==> src/rtl/apb_pad_reader.sv <==
// rtl/apb_pad_reader.sv - APB3 serial gamepad scanner; optional press events/irq under `PAD_PRESS_EVT_EN
module apb_pad_reader #(
   parameter int NUM_PADS   = 2,
   parameter int PAD_BITS   = 8,
   parameter int DIV_MAX    = 150,
   parameter int POLL_TICKS = 64
) (
   input  logic                PCLK,
   input  logic                PRESERN,
   input  logic                PSEL,
   input  logic                PENABLE,
   input  logic                PWRITE,
   input  logic [11:0]         PADDR,
   input  logic [31:0]         PWDATA,
   output logic [31:0]         PRDATA,
   output logic                PREADY,
   output logic                PSLVERR,
   output logic                pad_latch,
   output logic                pad_clock,
   input  logic [NUM_PADS-1:0] pad_data,
   output logic                irq
);

   localparam int DIV_W = (DIV_MAX > 0) ? $clog2(DIV_MAX + 1) : 1;
   localparam int BIT_W = $clog2(PAD_BITS);
   localparam int GAP_W = $clog2(POLL_TICKS + 1);

   typedef enum logic [2:0] {
      S_IDLE,
      S_LATCH,
      S_SAMPLE,
      S_CLK,
      S_COMMIT
   } state_t;

   state_t                            state_q, state_d;
   logic [DIV_W-1:0]                  div_q;
   logic                              tick;
   logic [GAP_W-1:0]                  gap_q, gap_d, gap_dec;
   logic [BIT_W-1:0]                  bitcnt_q, bitcnt_d;
   logic [NUM_PADS-1:0][PAD_BITS-1:0] shift_q;
   logic [NUM_PADS-1:0][PAD_BITS-1:0] pad_q;
   logic [NUM_PADS-1:0]               sync1_q, sync2_q;
   logic                              run_q, oneshot_q, valid_q;
   logic                              latch_q, clock_q;
   logic                              busy;
   logic                              wr_en, wr_ctrl, wr_status;
   logic [9:0]                        word;
   logic                              irq_en_rd;
   logic                              unused_bits;

   assign PREADY      = 1'b1;
   assign PSLVERR     = 1'b0;
   assign pad_latch   = latch_q;
   assign pad_clock   = clock_q;
   assign busy        = (state_q != S_IDLE);
   assign word        = PADDR[11:2];
   assign wr_en       = PSEL & PENABLE & PWRITE;
   assign wr_ctrl     = wr_en && (word == 10'h000);
   assign wr_status   = wr_en && (word == 10'h001);
   assign unused_bits = ^{PWDATA, PADDR[1:0]};

   // Free-running divider; tick is one PCLK wide every DIV_MAX+1 cycles
   always_ff @(posedge PCLK or negedge PRESERN) begin
      if (!PRESERN)  div_q <= '0;
      else if (tick) div_q <= '0;
      else           div_q <= div_q + DIV_W'(1);
   end

   assign tick = (div_q == DIV_W'(DIV_MAX));

   // The gap is counted down on idle ticks; a continuous scan starts on the tick that empties it
   assign gap_dec = (gap_q == '0) ? '0 : gap_q - GAP_W'(1);

   // Scan sequencer state register
   always_ff @(posedge PCLK or negedge PRESERN) begin
      if (!PRESERN) begin
         state_q  <= S_IDLE;
         gap_q    <= '0;
         bitcnt_q <= '0;
      end else begin
         state_q  <= state_d;
         gap_q    <= gap_d;
         bitcnt_q <= bitcnt_d;
      end
   end

   // Scan sequencer next state: latch, then alternate sample/clock until the last bit
   always_comb begin
      state_d  = state_q;
      gap_d    = gap_q;
      bitcnt_d = bitcnt_q;
      case (state_q)
         S_IDLE: begin
            if (tick) begin
               gap_d = gap_dec;
               if ((run_q && (gap_dec == '0)) || oneshot_q) state_d = S_LATCH;
            end
         end
         S_LATCH: begin
            if (tick) begin
               state_d  = S_SAMPLE;
               bitcnt_d = '0;
            end
         end
         S_SAMPLE: begin
            if (tick) begin
               if (bitcnt_q == BIT_W'(PAD_BITS - 1)) begin
                  state_d = S_COMMIT;
               end else begin
                  bitcnt_d = bitcnt_q + BIT_W'(1);
                  state_d  = S_CLK;
               end
            end
         end
         S_CLK: begin
            if (tick) state_d = S_SAMPLE;
         end
         S_COMMIT: begin
            state_d  = S_IDLE;
            gap_d    = GAP_W'(POLL_TICKS);
            bitcnt_d = '0;
         end
         default: state_d = S_IDLE;
      endcase
   end

   // Pad strobes are registered from the next state so they are glitch-free and exclusive
   always_ff @(posedge PCLK or negedge PRESERN) begin
      if (!PRESERN) begin
         latch_q <= 1'b0;
         clock_q <= 1'b0;
      end else begin
         latch_q <= (state_d == S_LATCH);
         clock_q <= (state_d == S_CLK);
      end
   end

   // Pad inputs come from off-chip; resynchronise, then shift inverted (pressed = 1) MSB-first
   always_ff @(posedge PCLK or negedge PRESERN) begin
      if (!PRESERN) begin
         sync1_q <= '1;
         sync2_q <= '1;
         shift_q <= '0;
         pad_q   <= '0;
         valid_q <= 1'b0;
      end else begin
         sync1_q <= pad_data;
         sync2_q <= sync1_q;
         if (state_q == S_SAMPLE && tick) begin
            for (int i = 0; i < NUM_PADS; i++) begin
               shift_q[i] <= {shift_q[i][PAD_BITS-2:0], ~sync2_q[i]};
            end
         end
         if (state_q == S_COMMIT) begin
            pad_q   <= shift_q;
            valid_q <= 1'b1;
         end else if (wr_status && PWDATA[1]) begin
            valid_q <= 1'b0;
         end
      end
   end

   // CTRL run bit and one-shot request; a one-shot arriving mid-scan is dropped, not queued
   always_ff @(posedge PCLK or negedge PRESERN) begin
      if (!PRESERN) begin
         run_q     <= 1'b0;
         oneshot_q <= 1'b0;
      end else begin
         if (wr_ctrl) run_q <= PWDATA[0];
         if (state_q == S_COMMIT)                  oneshot_q <= 1'b0;
         else if (wr_ctrl && PWDATA[2] && !busy)   oneshot_q <= 1'b1;
      end
   end

`ifdef PAD_PRESS_EVT_EN
   logic                              irq_en_q;
   logic [NUM_PADS-1:0][PAD_BITS-1:0] press_q;
   logic [NUM_PADS-1:0][PAD_BITS-1:0] press_clr;

   // Write-1-clear masks for the PRESS registers
   always_comb begin
      press_clr = '0;
      for (int i = 0; i < NUM_PADS; i++) begin
         if (wr_en && (word == 10'(8 + i))) press_clr[i] = PWDATA[PAD_BITS-1:0];
      end
   end

   // Sticky press edges against the previous committed word; a new edge beats a same-cycle clear
   always_ff @(posedge PCLK or negedge PRESERN) begin
      if (!PRESERN) begin
         irq_en_q <= 1'b0;
         press_q  <= '0;
      end else begin
         if (wr_ctrl) irq_en_q <= PWDATA[1];
         for (int i = 0; i < NUM_PADS; i++) begin
            if (state_q == S_COMMIT)
               press_q[i] <= (press_q[i] & ~press_clr[i]) | (shift_q[i] & ~pad_q[i]);
            else
               press_q[i] <= press_q[i] & ~press_clr[i];
         end
      end
   end

   assign irq       = irq_en_q & (|press_q);
   assign irq_en_rd = irq_en_q;
`else
   assign irq       = 1'b0;
   assign irq_en_rd = 1'b0;
`endif

   // Combinational read decode; unmapped and unused-pad words read zero
   always_comb begin
      PRDATA = '0;
      if (PSEL && !PWRITE) begin
         if (word == 10'h000) PRDATA = {29'd0, 1'b0, irq_en_rd, run_q};
         if (word == 10'h001) PRDATA = {30'd0, valid_q, busy};
         for (int i = 0; i < NUM_PADS; i++) begin
            if (word == 10'(4 + i)) PRDATA = 32'(pad_q[i]);
`ifdef PAD_PRESS_EVT_EN
            if (word == 10'(8 + i)) PRDATA = 32'(press_q[i]);
`endif
         end
      end
   end

endmodule
==> config.mk <==
export PLATFORM = sky130hd
export DESIGN_NAME = apb_pad_reader
export DESIGN_NICKNAME = d
export VERILOG_FILES = /design/src/rtl/apb_pad_reader.sv
export SDC_FILE = /design/constraint.sdc
export NUM_CORES = 1
export LEC_CHECK = 0
export CAP_MARGIN = 15
export CORE_ASPECT_RATIO = 0.8
export CORE_MARGIN = 4
export CORE_UTILIZATION = 30
export CTS_CLUSTER_DIAMETER = 40
export CTS_CLUSTER_SIZE = 10
export DETAILED_ROUTE_END_ITERATION = 10
export GPL_TIMING_DRIVEN = 0
export PLACE_DENSITY = 0.56
export SLEW_MARGIN = 5
export SYNTH_ARGS = -nofsm -noshare
export SYNTH_HDL_FRONTEND = slang
export SYNTH_SLANG_ARGS = --single-unit
==> constraint.sdc <==
create_clock -name PCLK -period 5.55 [get_ports PCLK]
set_clock_uncertainty 0.15 [all_clocks]
set_input_delay 1.11 -clock PCLK [delete_from_list [all_inputs] [get_ports PCLK]]
set_output_delay 1.11 -clock PCLK [all_outputs]
set_load 0.05 [all_outputs]
* Word-level counts from Yosys, hierarchy flattened
Cells that the tools add are included. W data, S select, Z words.
Word-level totals: bits in registers 62, memory bits (writable) 0, bits in latches 0, memories kept 0, memory bits (read-only) 0, word-level logic and storage cells 83
Operators by class: equal/unequal tests 15, muxes and demuxes 23, shift operators 0, div/mod/pow operators 0, bitwise operators 4, multipliers 0, $add $sub $neg 3, reductions and logical operators 23, magnitude comparators 0
Operators with widths (number):
- $mux W32 | 4
- $mux W3 | 8
- $eq A10 B3 Y1 const B | 2
- $pmux W3 S3 | 2
- $logic_not A7 Y1 | 2
- $mux W7 | 2
- $pmux W7 S2 | 1
- $eq A10 B1 Y1 const B | 1
- $logic_not A10 Y1 | 1
- $eq A3 B2 Y1 const B | 3
- $add A8 B1 Y8 const B | 1
- $eq A8 B8 Y1 const B | 1
- $logic_and A1 B1 Y1 | 8
- $mux W8 | 1
- $ne A2 B2 Y1 const B | 4
- $sub A7 B1 Y7 const B | 1
- $eq A3 B1 Y1 const B | 2
- $eq A3 B3 Y1 const B | 2
- $reduce_bool A2 Y1 | 3
- $reduce_bool A3 Y1 | 2
- $mux W1 | 5
- $reduce_and A4 Y1 | 1
- $add A3 B1 Y3 const B | 1
- $logic_not A3 Y1 | 1
- 6 further kinds | 9

* Longest topological paths before layout
word-level depth 9, mapped depth 7, mapped depth without buffers 6

* Worst setup path before layout
No wires, ideal clock.
path type in2out, start point in PADDR[2], end point out PRDATA[1], stages 4, arrival 2809 ps, buffers on the path 1, setup slack 1481 ps, cells stage by stage buf_1 > mux2_2 > a21oi_1 > nor3_1
Between the ends: longest elaborated chain between the ends 5, elaborated cells between the ends (all ways) 7, those cells by class 3 x eq/ne; 4 x mux
RTL lines:
- from (decl) | RTL line 13 | input logic [11:0] PADDR,
- $eq A10 B1 Y1 | RTL line 217 | if (word == 10'h001) PRDATA = {30'd0, valid_q, busy};
- $mux W32 | RTL line 217
- $mux W32 | RTL line 219 | if (word == 10'(4 + i)) PRDATA = 32'(pad_q[i]);
- $mux W32 * | RTL line 219
- $mux W32 * | RTL line 215 | if (PSEL && !PWRITE) begin
- to (decl) | RTL line 15 | output logic [31:0] PRDATA,
Mark *: on every way between the ends. The rest lies on a longest branch, timed or not.

* Final worst setup path
start point in PADDR[11], end point out PRDATA[7]
Between the ends: longest elaborated chain between the ends 4, elaborated cells between the ends (all ways) 5, those cells by class 2 x eq/ne; 3 x mux
RTL lines (RTL line):
- $eq A10 B3 Y1 | 219
- $mux W32 | 219
- $mux W32 * | 219
- $mux W32 * | 215
Marked as above.

==> out/metrics.csv <==
metric;value;unit
cts_resized;0;
wl_per_cell;12.4;um
grt_pass1_wl;10900;um
cts_root_buf;clkbuf_16;
ant_nets;0;
max_freq;200;MHz
finalHoldViolations;0;
htreeDepth;3;
hold_class;flip-flop to flip-flop;
cts_buffers;9;
diodes;0;
clk_transition_reported_paths;0.05;ns
yosys_register_bits;62;
synth_ff_type;dfrtp_1;
worstSetupEndpointType;primary output;
avgSynthCellArea;10.1;um2
hpwl;4700;um
antenna_found_initial;0;
vias_per_cell;4.34;
setup.worst_path.start_class;primary input;
core.rowCount;33;
synthesis.area;3190;um2
yosys.area.top_type;dfrtp_1;
run_status;completed;
maxCapViolations;0;
setup_viol;0;
grt_max_degree;63;
final_nets;436;
holdBufCountCts;0;
ioPinCount;88;
start_util;30.9;%
criticalPathCategory;primary input to primary output;
first_iter_violations;86;
cp.required;4.29;ns
worstPathArrival;3.74;ns
grt_usage;11.3;%
whs;0.206;ns
clock-sinks;62;
drive_above_1_share;20.0;%
die_y;100;um
relSlewSlack;48.6;%
dr_total_vias;2281;
post-cts-setup-buffers;0;
clk_latency;0.33;ns
drc;0;
ys_warn_count;0;
vdd_drop_max;0.000130;V
synth_top_area_share;45.5;%
path_max_fanout;6;
powerDensity;259;nW/um2
async_reset_ff_share;100;%
synthDistinctLibCells;62;
die_x;123;um
syn-instance-count;315;
ys_seq_area_share;48.8;%
p_leak;1.96;nW
ctsLongestPathBuffers;2;
fin_crit;5.00;ns
routed_wl;6500;um
die-area;12400;um2
tightest_slew;0.772;ns
synth_edf_count;0;
fin_setup_tns;0;ns
grt_overflow;0;
port_buffers;29;
first_pass_iters;6;
ys_top_cells_by_area;dfrtp_1, nand2_1, buf_4;
final_core_util;38.9;%
gp_congestion;0.787;
total_power;1.04;mW
post-route-period-util;90.0;%
core_area;10300;um2
syn2layout_area_growth;25.8;%
grt_pass1_vias;2220;
cts_tree;done;
rsz0062_at_grt;no;
drv_slew;0;
## cell type report
class	count	area [um2]
Timing Repair Buffer	29	288
Clock buffer	10	229
Multi-Input combinational cell	225	1420
Tap cell	140	175
Fill cell	1020	6310
Inverter	12	45.0
Sequential cell	62	1560
Clock inverter	6	38.8
Buffer	41	268
## sequential cells by signal (all words and copies together) (netlist names), 2 cells and up
name      flops
pad_q        16
state_q       3
div_q         8
sync2_q       2
gap_q         7
shift_q      16
bitcnt_q      3
sync1_q       2
## routing by layer
metal / part of all wire [%] / track usage, % / vias up / wire (um)
met5: 0 / 0 / - / 0
li1: - / - / 1153 / -
met3: 6.0 / 4.17 / 10 / 389
met2: 44 / 16.6 / 45 / 2840
met4: 0.75 / 3.06 / 0 / 49
met1: 50 / 15.6 / 1073 / 3220
## power breakdown
part | internal (mW) | switching [mW]
Combinational | 0.0269 | 0.0563
Clock | 0.300 | 0.200
Sequential | 0.455 | 0.000375
## stage by stage
stage                     std cells  worst slack, ns  instance area, um2
final                           525            0.555                4020
after global routing            525            0.386                4020
after CTS                       525            0.484                4020
after detailed placement        509            0.491                3750
after global placement          509            0.537                3750
after floorplan                 340             1.48                3290
## synth_stat cells (2+ instances only)
cell type	n
nand2_1	68
dfrtp_1	58
buf_4	27
nor2_1	17
mux2_2	14
inv_1	12
mux2i_1	9
clkbuf_1	8
a21oi_1	6
ha_1	5
buf_2	4
dfstp_2	4
nand3_1	4
nor3_1	4
o21ai_0	4
or3_1	4
xnor2_1	4
and3_1	3
o311ai_1	3
o31a_1	3
o41ai_1	3
xor2_1	3
a21o_1	2
and2_1	2
conb_1	2
mux2_1	2
nand2b_1	2
nand4b_1	2
nor4_1	2
or4_1	2
## cell families (layout without fill, tap and decap cells)
group | Yosys count | in the layout | synth area share [%]
adder cells (fa/ha/maj) | 5 | 5 | 1.96
multiplexers | 26 | 26 | 9.17
flip-flops | 62 | 62 | 48.8
buffers and inverters | 53 | 98 | 9.80
AO/OA/AOI/OAI | 34 | 34 | 8.78
other | 2 | 27 | 0.235
XOR/XNOR | 7 | 7 | 1.92
AND/OR/NAND/NOR | 126 | 126 | 19.4
## path summary, 6_finish.rpt
kind / start / end / slack [ns] / cells past startpoint
max: PADDR[11] / PRDATA[7] / 0.55 / 7
min: sync1_q[1]$_DFF_PN1_ / sync2_q[1]$_DFF_PN1_ / 0.21 / 0
max reg2reg: gap_q[0]$_DFFE_PN0P_ / pad_latch$_DFF_PN0_ / 3.19 / 6
min reg2reg: sync1_q[1]$_DFF_PN1_ / sync2_q[1]$_DFF_PN1_ / 0.21 / 0
max in group asynchronous: PRESERN / gap_q[2]$_DFFE_PN0P_ / 4.04 / 1
min in group asynchronous: PRESERN / shift_q[4]$_DFFE_PN0P_ / 0.71 / 1
## cell usage in the layout (no fill, tap or decap), drive strengths merged, types with 3 or more instances in the layout
cell           instances
a21oi                  6
and3                   3
buf                   34
clkbuf                18
clkdlybuf4s50         28
clkinv                 4
conb                  27
dfrtp                 58
dfstp                  4
ha                     5
inv                   12
mux2                  16
mux2i                  9
nand2                 68
nand3                  5
nor2                  17
nor3                   5
o21ai                  5
o311ai                 3
o31a                   3
o41ai                  3
or3                    4
xnor2                  4
xor2                   3
## critical path, cell delays in order
cell,delay [ns]
clkdlybuf4s50_1,0.40
nor4_1,0.31
nand4b_1,0.32
or3b_1,0.43
clkbuf_1,0.19
nor2_1,0.15
clkdlybuf4s50_1,0.82
Power figures use the tool's default switching activity.
